<file path="src/rtl/rr_arb_mux_pkg.sv">
// Shared constants for the arbitrated output mux: arbitration mode encoding.
package rr_arb_mux_pkg;

  localparam int RR_MODE    = 1;
  localparam int FIXED_MODE = 0;

endpackage

</file>
<file path="src/rtl/rr_arb_mux_pick.sv">
// Rotate-and-priority-encode: the first requester at or after base, wrapping modulo N.
module rr_pick #(
  parameter int N  = 4,
  parameter int SW = $clog2(N)
) (
  input  logic [N-1:0]  req,
  input  logic [SW-1:0] base,
  output logic [SW-1:0] gnt_idx,
  output logic          any_req
);

  logic [SW:0] idx;

  always_comb begin
    gnt_idx = '0;
    any_req = |req;
    idx     = '0;
    // Scan from farthest to nearest so the closest requester to base wins.
    for (int k = N - 1; k >= 0; k--) begin
      idx = {1'b0, base} + (SW + 1)'(k);
      if (idx >= (SW + 1)'(N)) begin
        idx = idx - (SW + 1)'(N);
      end
      if (req[idx[SW-1:0]]) begin
        gnt_idx = idx[SW-1:0];
      end
    end
  end

endmodule

</file>
<file path="src/rtl/rr_arb_mux.sv">
// N-channel arbitrated mux with valid/ready inputs and a single registered output stage.
module rr_arb_mux
  import rr_arb_mux_pkg::*;
#(
  parameter int N  = 4,
  parameter int W  = 32,
  parameter int RR = RR_MODE,
  parameter int SW = $clog2(N)
) (
  input  logic           clk,
  input  logic           reset,
  input  logic [N-1:0]   in_valid,
  input  logic [N*W-1:0] in_data,
  output logic [N-1:0]   in_ready,
  output logic           out_valid,
  output logic [W-1:0]   out_data,
  output logic [SW-1:0]  out_sel,
  input  logic           out_ready
);

  logic          out_valid_q, out_valid_d;
  logic [W-1:0]  out_data_q,  out_data_d;
  logic [SW-1:0] out_sel_q,   out_sel_d;
  logic [SW-1:0] ptr_q,       ptr_d;

  logic [SW-1:0] base;
  logic [SW-1:0] gnt_idx;
  logic          any_req;
  logic          load;
  logic          xfer;

  assign base = (RR == RR_MODE) ? ptr_q : '0;

  rr_pick #(
    .N  (N),
    .SW (SW)
  ) u_pick (
    .req     (in_valid),
    .base    (base),
    .gnt_idx (gnt_idx),
    .any_req (any_req)
  );

  // The register can refill in the same cycle its current beat is consumed.
  assign load = ~out_valid_q | out_ready;
  assign xfer = load & any_req;

  always_comb begin
    in_ready = '0;
    if (!reset && xfer) begin
      in_ready[gnt_idx] = 1'b1;
    end
  end

  always_comb begin
    out_valid_d = out_valid_q;
    out_data_d  = out_data_q;
    out_sel_d   = out_sel_q;
    ptr_d       = ptr_q;
    if (xfer) begin
      out_valid_d = 1'b1;
      out_data_d  = in_data[int'(gnt_idx)*W +: W];
      out_sel_d   = gnt_idx;
      if (RR == RR_MODE) begin
        ptr_d = (gnt_idx == SW'(N - 1)) ? '0 : gnt_idx + 1'b1;
      end
    end else if (load) begin
      out_valid_d = 1'b0;
    end
  end

  always_ff @(posedge clk) begin
    if (reset) begin
      out_valid_q <= 1'b0;
      out_data_q  <= '0;
      out_sel_q   <= '0;
      ptr_q       <= '0;
    end else begin
      out_valid_q <= out_valid_d;
      out_data_q  <= out_data_d;
      out_sel_q   <= out_sel_d;
      ptr_q       <= ptr_d;
    end
  end

  assign out_valid = out_valid_q;
  assign out_data  = out_data_q;
  assign out_sel   = out_sel_q;

endmodule

</file>
<file path="config.mk">
export PLATFORM = sky130hd
export DESIGN_NAME = rr_arb_mux
export DESIGN_NICKNAME = d
export VERILOG_FILES = /design/src/rtl/rr_arb_mux_pkg.sv /design/src/rtl/rr_arb_mux_pick.sv /design/src/rtl/rr_arb_mux.sv
export SDC_FILE = /design/constraint.sdc
export NUM_CORES = 1
export LEC_CHECK = 0
export ABC_AREA = 1
export BUFFER_PORTS_ARGS = -buffer_cell sky130_fd_sc_hd__buf_2
export CAP_MARGIN = 25
export CORE_MARGIN = 1
export CORE_UTILIZATION = 49
export CTS_CLUSTER_DIAMETER = 80
export DETAILED_ROUTE_END_ITERATION = 8
export GPL_TIMING_DRIVEN = 0
export PLACE_DENSITY = 0.88
export SETUP_SLACK_MARGIN = 0.3
export SYNTH_ARGS = -nofsm -noshare
export SYNTH_HDL_FRONTEND = slang
export SYNTH_SLANG_ARGS = --single-unit
</file>
<file path="constraint.sdc">
create_clock -name clk -period 4 [get_ports clk]
set_clock_uncertainty 0.2 [all_clocks]
set_input_delay 0.6 -clock clk [delete_from_list [all_inputs] [get_ports clk]]
set_output_delay 0.6 -clock clk [all_outputs]
set_load 0.05 [all_outputs]
</file>
**Word-level counts from Yosys, hierarchy flattened**

Cells that the tools add are included.

- Latch bits: 0
- Input port bits: 135
- Word-level logic and storage cells: 54
- Memories: 0
- RAM bits: 0
- Output and inout port bits: 39
- Memory bits (read-only): 0
- Flip-flop bits (word level): 37

- Order comparisons: 10
- Shifts and indexed selects: 1
- $mul: 0
- Mux-type cells: 22
- Eq/ne operators: 1
- $add $sub $neg: 8
- Bitwise logic cells: 3
- Divide/modulo/power cells: 0
- Reduce and logical (&&, ||, !) cells: 5

Operators with widths:

| cell | count |
|---|---|
| 128-bit by 8-bit indexed part select with 32-bit output | 1 |
| 2-bit two-way mux | 9 |
| 2-bit by 3-bit less-than comparator with 1-bit output (second input constant) | 5 |
| 3-bit >= comparator (second input constant) | 3 |
| 1-bit binary-select mux with 2-bit select | 4 |
| 2-bit by 1-bit subtractor with 2-bit output (second input constant) | 4 |
| 1-bit two-way mux | 7 |
| 2-bit by 2-bit adder with 3-bit output (second input constant) | 2 |
| 4-bit two-way mux | 1 |
| 4-bit OR reduction | 1 |
| 2-bit by 1-bit adder with 3-bit output (second input constant) | 1 |
| 2-bit by 3-bit >= comparator with 1-bit output (second input constant) | 1 |
| 2-bit by 1-bit adder with 2-bit output (second input constant) | 1 |
| 1-bit demux with 2-bit select | 1 |
| 2-bit == test (second input constant) | 1 |
| 2-bit by 1-bit >= comparator with 1-bit output (second input constant) | 1 |
| 1-bit logical AND | 2 |
| 2-bit nonzero test | 1 |
| 1-bit AND | 1 |
| 1-bit zero test | 1 |
| 1-bit inverter | 1 |
| 1-bit OR | 1 |

**Logic depth before layout (Yosys ltp)**

- Depth after elaboration: 14
- Gate-level depth with buffers: 16
- Depth with buffers taken out: 14

**Modules after synthesis**

Synthesis repeated with hierarchy kept, for this count alone.

- Cell total of the unflattened synthesis: 503
- Area, all modules: 2791.4 um2

By module, submodules not included:

| module | area each (um2) | times used | sequential area each (um2) | cells an instance |
|---|---|---|---|---|
| rr_arb_mux | 2602.5 | 1 | 740.7 | 457 |
| rr_pick | 188.9 | 1 | 0.0 | 46 |

**Worst setup path before layout**

OpenSTA, ideal clock, no wires.

- Path type: input to output
- Start: in in_valid[1]
- End: out in_ready[0]
- Path buffers: 2
- Path slack: 0.656 ns
- Required time: 3.200 ns
- Arrival time: 2.544 ns
- Cell stages on the path: 12
- Path through: inv_1 nand2_1 nand3_1 nand3_1 nand2_1 nand2_1 nand3_1 nand2_1 buf_6 nand2_1 buf_4 nor3_1

- Word-level cells in the longest chain between the ends: 11
- Elaborated cells between the ends (all ways): 21
- Those cells by class: 2 x order compare; 15 x mux; 1 x bitwise; 3 x reduce/logical

Ends and longest elaborated chain:

| element | line | text |
|---|---|---|
| from (decl) | rr_arb_mux.sv:12 | `input logic [N-1:0] in_valid,` |
| 1-bit binary-select mux with 2-bit select | rr_arb_mux_pick.sv:24 | `if (req[idx[SW-1:0]]) begin` |
| 1-bit two-way mux (implied by the code) | rr_arb_mux_pick.sv:24 |  |
| 2-bit two-way mux (4 in series) | rr_arb_mux_pick.sv:24 |  |
| 2-bit by 3-bit less-than comparator with 1-bit output (implied by the code) or 2-bit by 1-bit >= comparator with 1-bit output (tied branches) | rr_arb_mux.sv:51 | `in_ready[gnt_idx] = 1'b1;` |
| 1-bit logical AND (implied by the code) | rr_arb_mux.sv:51 |  |
| 1-bit two-way mux (implied by the code) | rr_arb_mux.sv:51 |  |
| 1-bit demux with 2-bit select | rr_arb_mux.sv:51 |  |
| 4-bit two-way mux (*) | rr_arb_mux.sv:50 | `if (!reset && xfer) begin` |
| to (decl) | rr_arb_mux.sv:14 | `output logic [N-1:0] in_ready,` |

Every way passes the cells marked *; elsewhere a longest branch is shown, timed or not. The select of a mux whose other input is x is not followed.

**Worst setup path in the final report**

- Start: reg ptr_q[1], in the netlist base[1]
- End: out in_ready[3]

- Word-level cells in the longest chain between the ends: 14
- Elaborated cells between the ends (all ways): 33
- Those cells by class: 7 x add/sub; 6 x order compare; 19 x mux; 1 x reduce/logical

Ends and longest elaborated chain:

| element | line | text |
|---|---|---|
| from (decl) | rr_arb_mux.sv:24 | `logic [SW-1:0] ptr_q, ptr_d;` |
| from (signal assigned) | rr_arb_mux.sv:82 | `ptr_q <= ptr_d;` |
| 2-bit by 2-bit adder with 3-bit output | rr_arb_mux_pick.sv:20 | `idx = {1'b0, base} + (SW + 1)'(k);` |
| 3-bit >= comparator or 2-bit by 1-bit subtractor with 2-bit output (tied branches) | rr_arb_mux_pick.sv:21, rr_arb_mux_pick.sv:22 |  |
| 2-bit two-way mux | rr_arb_mux_pick.sv:21 | `if (idx >= (SW + 1)'(N)) begin` |
| 1-bit binary-select mux with 2-bit select | rr_arb_mux_pick.sv:24 |  |
| 1-bit two-way mux (implied by the code) | rr_arb_mux_pick.sv:24 |  |
| 2-bit two-way mux (3 in series) | rr_arb_mux_pick.sv:24 |  |
| 2-bit two-way mux (*) | rr_arb_mux_pick.sv:24 |  |
| 2-bit by 3-bit less-than comparator with 1-bit output (implied by the code) or 2-bit by 1-bit >= comparator with 1-bit output (tied branches) | rr_arb_mux.sv:51 |  |
| 1-bit logical AND (implied by the code) | rr_arb_mux.sv:51 |  |
| 1-bit two-way mux (implied by the code) | rr_arb_mux.sv:51 |  |
| 1-bit demux with 2-bit select (*) | rr_arb_mux.sv:51 |  |
| 4-bit two-way mux (*) | rr_arb_mux.sv:50 |  |

Marked as above.

==> metrics.txt <==
drt total wl 9.43 mm; area grow syn2layout 33.8%; Leakage 2.62 nW; WHS ~0.32 ns; Reg clk slew, reported paths around 0.07 ns; Pint 1.46 mW; H-tree Lvls 2; total of max-cap violations 0; Die Span Y 81.3 um; fmax 320 MHz; Post-DRT Antenna Nets 0; WL per Instance 11.7 um; Rows 28; outcome completed; Worst Max-Slew Pin Slew 0.523 ns; first-pass GRT wire length 14.8 mm; critical path launch point type flop; area leader, netlist dfxtp_1; Clock Power Share around 8%; setup TNS 0 ns; final slew viol count 0; largest net degree at the start of global routing 11; via count 4013; Post-CTS Setup Inserts 0; # port buffers around 170; layout cells sized above 1 31.4%; CP required 3.20 ns; overall routing resource usage 28.2%; Async SR Flop Fraction 0%; # diodes 0; sequential share of the synthesized area between 20 and 25%; pwr dens 828 mW/mm^2; CTS Buf Count 5; Worst EP arrival 2.33 ns; Yosys cell types 24; Post-Syn Area 0.00308 sq mm; ys flop type dfxtp_1; CTS Root Cell clkbuf_8; Hold Violations, Final 0; number of global-route vias before repair 3612; Mapped Avg Cell Area 5.60 sq um; CTS tree done; Starting Density 51.4%; placed cells 797; WS Path Type flop to output port; Clock Tree Buf Depth 2; Routability Congestion 0.871; hold buffer count at CTS 0; most used standard cell by instance count after synthesis nand2_1; global route total overflow 0; Final WS setup between 0.8 and 0.9 ns; Comb pwr share 74.2%; die area 0.00661 sq mm; endpoints failing setup 0; core area 0.00599 sq mm; Post-layout nets 864; First-pass DRT Iterations 5; syn nets 685; sw frac a little under three fifths; YS warnings 0; HPWL Detailed roughly 7.4 mm; Post-synth top cells nand2_1, inv_1, nor2_1, nand3_1, dfxtp_1; Crit. End Element output port; die width around 81 um; clk sink count 37; Top Ports around 170; Initial DRC Count 270; DRC Markers 0; Hold WC Path Type flop to flop; Via density around 5; pre-CTS setup slack 0.906 ns; register share of total power 17.9%; Max FO, Critical Path 10; final core occ 68.8%; RSZ-0062 raised after global routing false; top cells by area, synth dfxtp_1, nand2_1, nand3_1, inv_1, nor2_1; Max rail drop VDD 638 uV; Max-Slew Margin vs Limit 65.1%; Tmin final 3.13 ns; cts repair resizes 0; antenna violations before repair 0; NetSw between 1.5 and 2 mW; fin crit share 78.2%; top-area cell type share of the netlist area 24.0%; final cell count without fillers 804; Post-synth EDFFs 0; Mapped Cells 550; latest clock arrival within the worst-skew pair 0.28 ns; Yosys reg bits 37
layout make-up:
| cell class | count | area [sq um] |
|---|---|---|
| repair buffers | 172 | 861 |
| inverters | 109 | 409 |
| multi-input cells | 372 | 1730 |
| plain buffers | 32 | 205 |
| well taps | 75 | 93.8 |
| fillers | 546 | 1870 |
| flip-flops and latches | 37 | 741 |
| clock buffers | 7 | 86.3 |
routing by layer:
metal | routed length (um) | track usage, %
met1 | 3600 | 32.5
met2 | 4750 | 51.2
met3 | 919 | 6.63
met4 | 161 | 8.04
met5 | 0 | 0
power groups by stage:
stage	Combinational [mW]	Sequential, mW	Clock (mW)
after floorplan	1.41	1.14	0
after global placement	2.46	0.611	0
after detailed placement	2.51	0.619	0
after CTS	2.52	0.611	0.273
after global routing	2.75	0.633	0.290
final	2.53	0.613	0.270
flip-flops by register name, summed over array words and instances (netlist names):
| register | cells |
|---|---|
| out_valid | 1 |
| base | 2 |
| out_data | 32 |
| out_sel | 2 |
layout by cell type (no fill, tap or decap):
cell type	n
a211oi_1	1
a21oi_1	4
a31oi_1	1
and2_1	1
buf_2	183
buf_4	5
buf_6	7
clkbuf_1	10
clkbuf_8	6
dfxtp_1	37
inv_1	104
inv_2	5
nand2_1	134
nand2_2	1
nand2_4	1
nand3_1	100
nand3_2	2
nor2_1	102
nor2_2	1
nor3_1	1
nor3b_2	17
nor4_1	1
nor4_2	1
o21ai_0	3
o21ai_1	1
cells by family after synthesis:
kind of cell / synth area share [%]
AND/OR/NAND/NOR: 54.3
buffers and inverters: 19.9
flip-flops: 24.0
AO/OA/AOI/OAI: 1.75
path summary, 6_finish.rpt:
check,startpoint,endpoint,slack [ns],depth (start not counted)
setup reg to reg,out_valid$_SDFFE_PP0P_,out_data[24]$_SDFFE_PP0N_,1.72,9
setup / recovery,base[1]$_SDFFE_PP0N_,in_ready[3],0.87,14
hold / removal,out_sel[0]$_SDFFE_PP0N_,out_sel[0]$_SDFFE_PP0N_,0.32,2
hold reg to reg,out_sel[0]$_SDFFE_PP0N_,out_sel[0]$_SDFFE_PP0N_,0.32,2
critical path: stages, from the launching register on:
cell	delay (ns)
dfxtp_1	0.42
inv_2	0.09
nand2_1	0.07
nand2_1	0.08
nand2_1	0.12
nand3_2	0.10
nand2_1	0.08
nand2_2	0.08
nand2_4	0.10
buf_4	0.18
nand2_1	0.09
nor2_1	0.16
inv_1	0.08
nor2_1	0.11
buf_2	0.28
per-stage QoR:
stage               total power, mW  instance area, sq um
floorplan                      2.55                  3080
global placement               3.07                  4040
detailed placement             3.13                  4040
CTS                            3.40                  4120
global route                   3.68                  4120
finish                         3.41                  4120
Power figures use the tool's default switching activity.
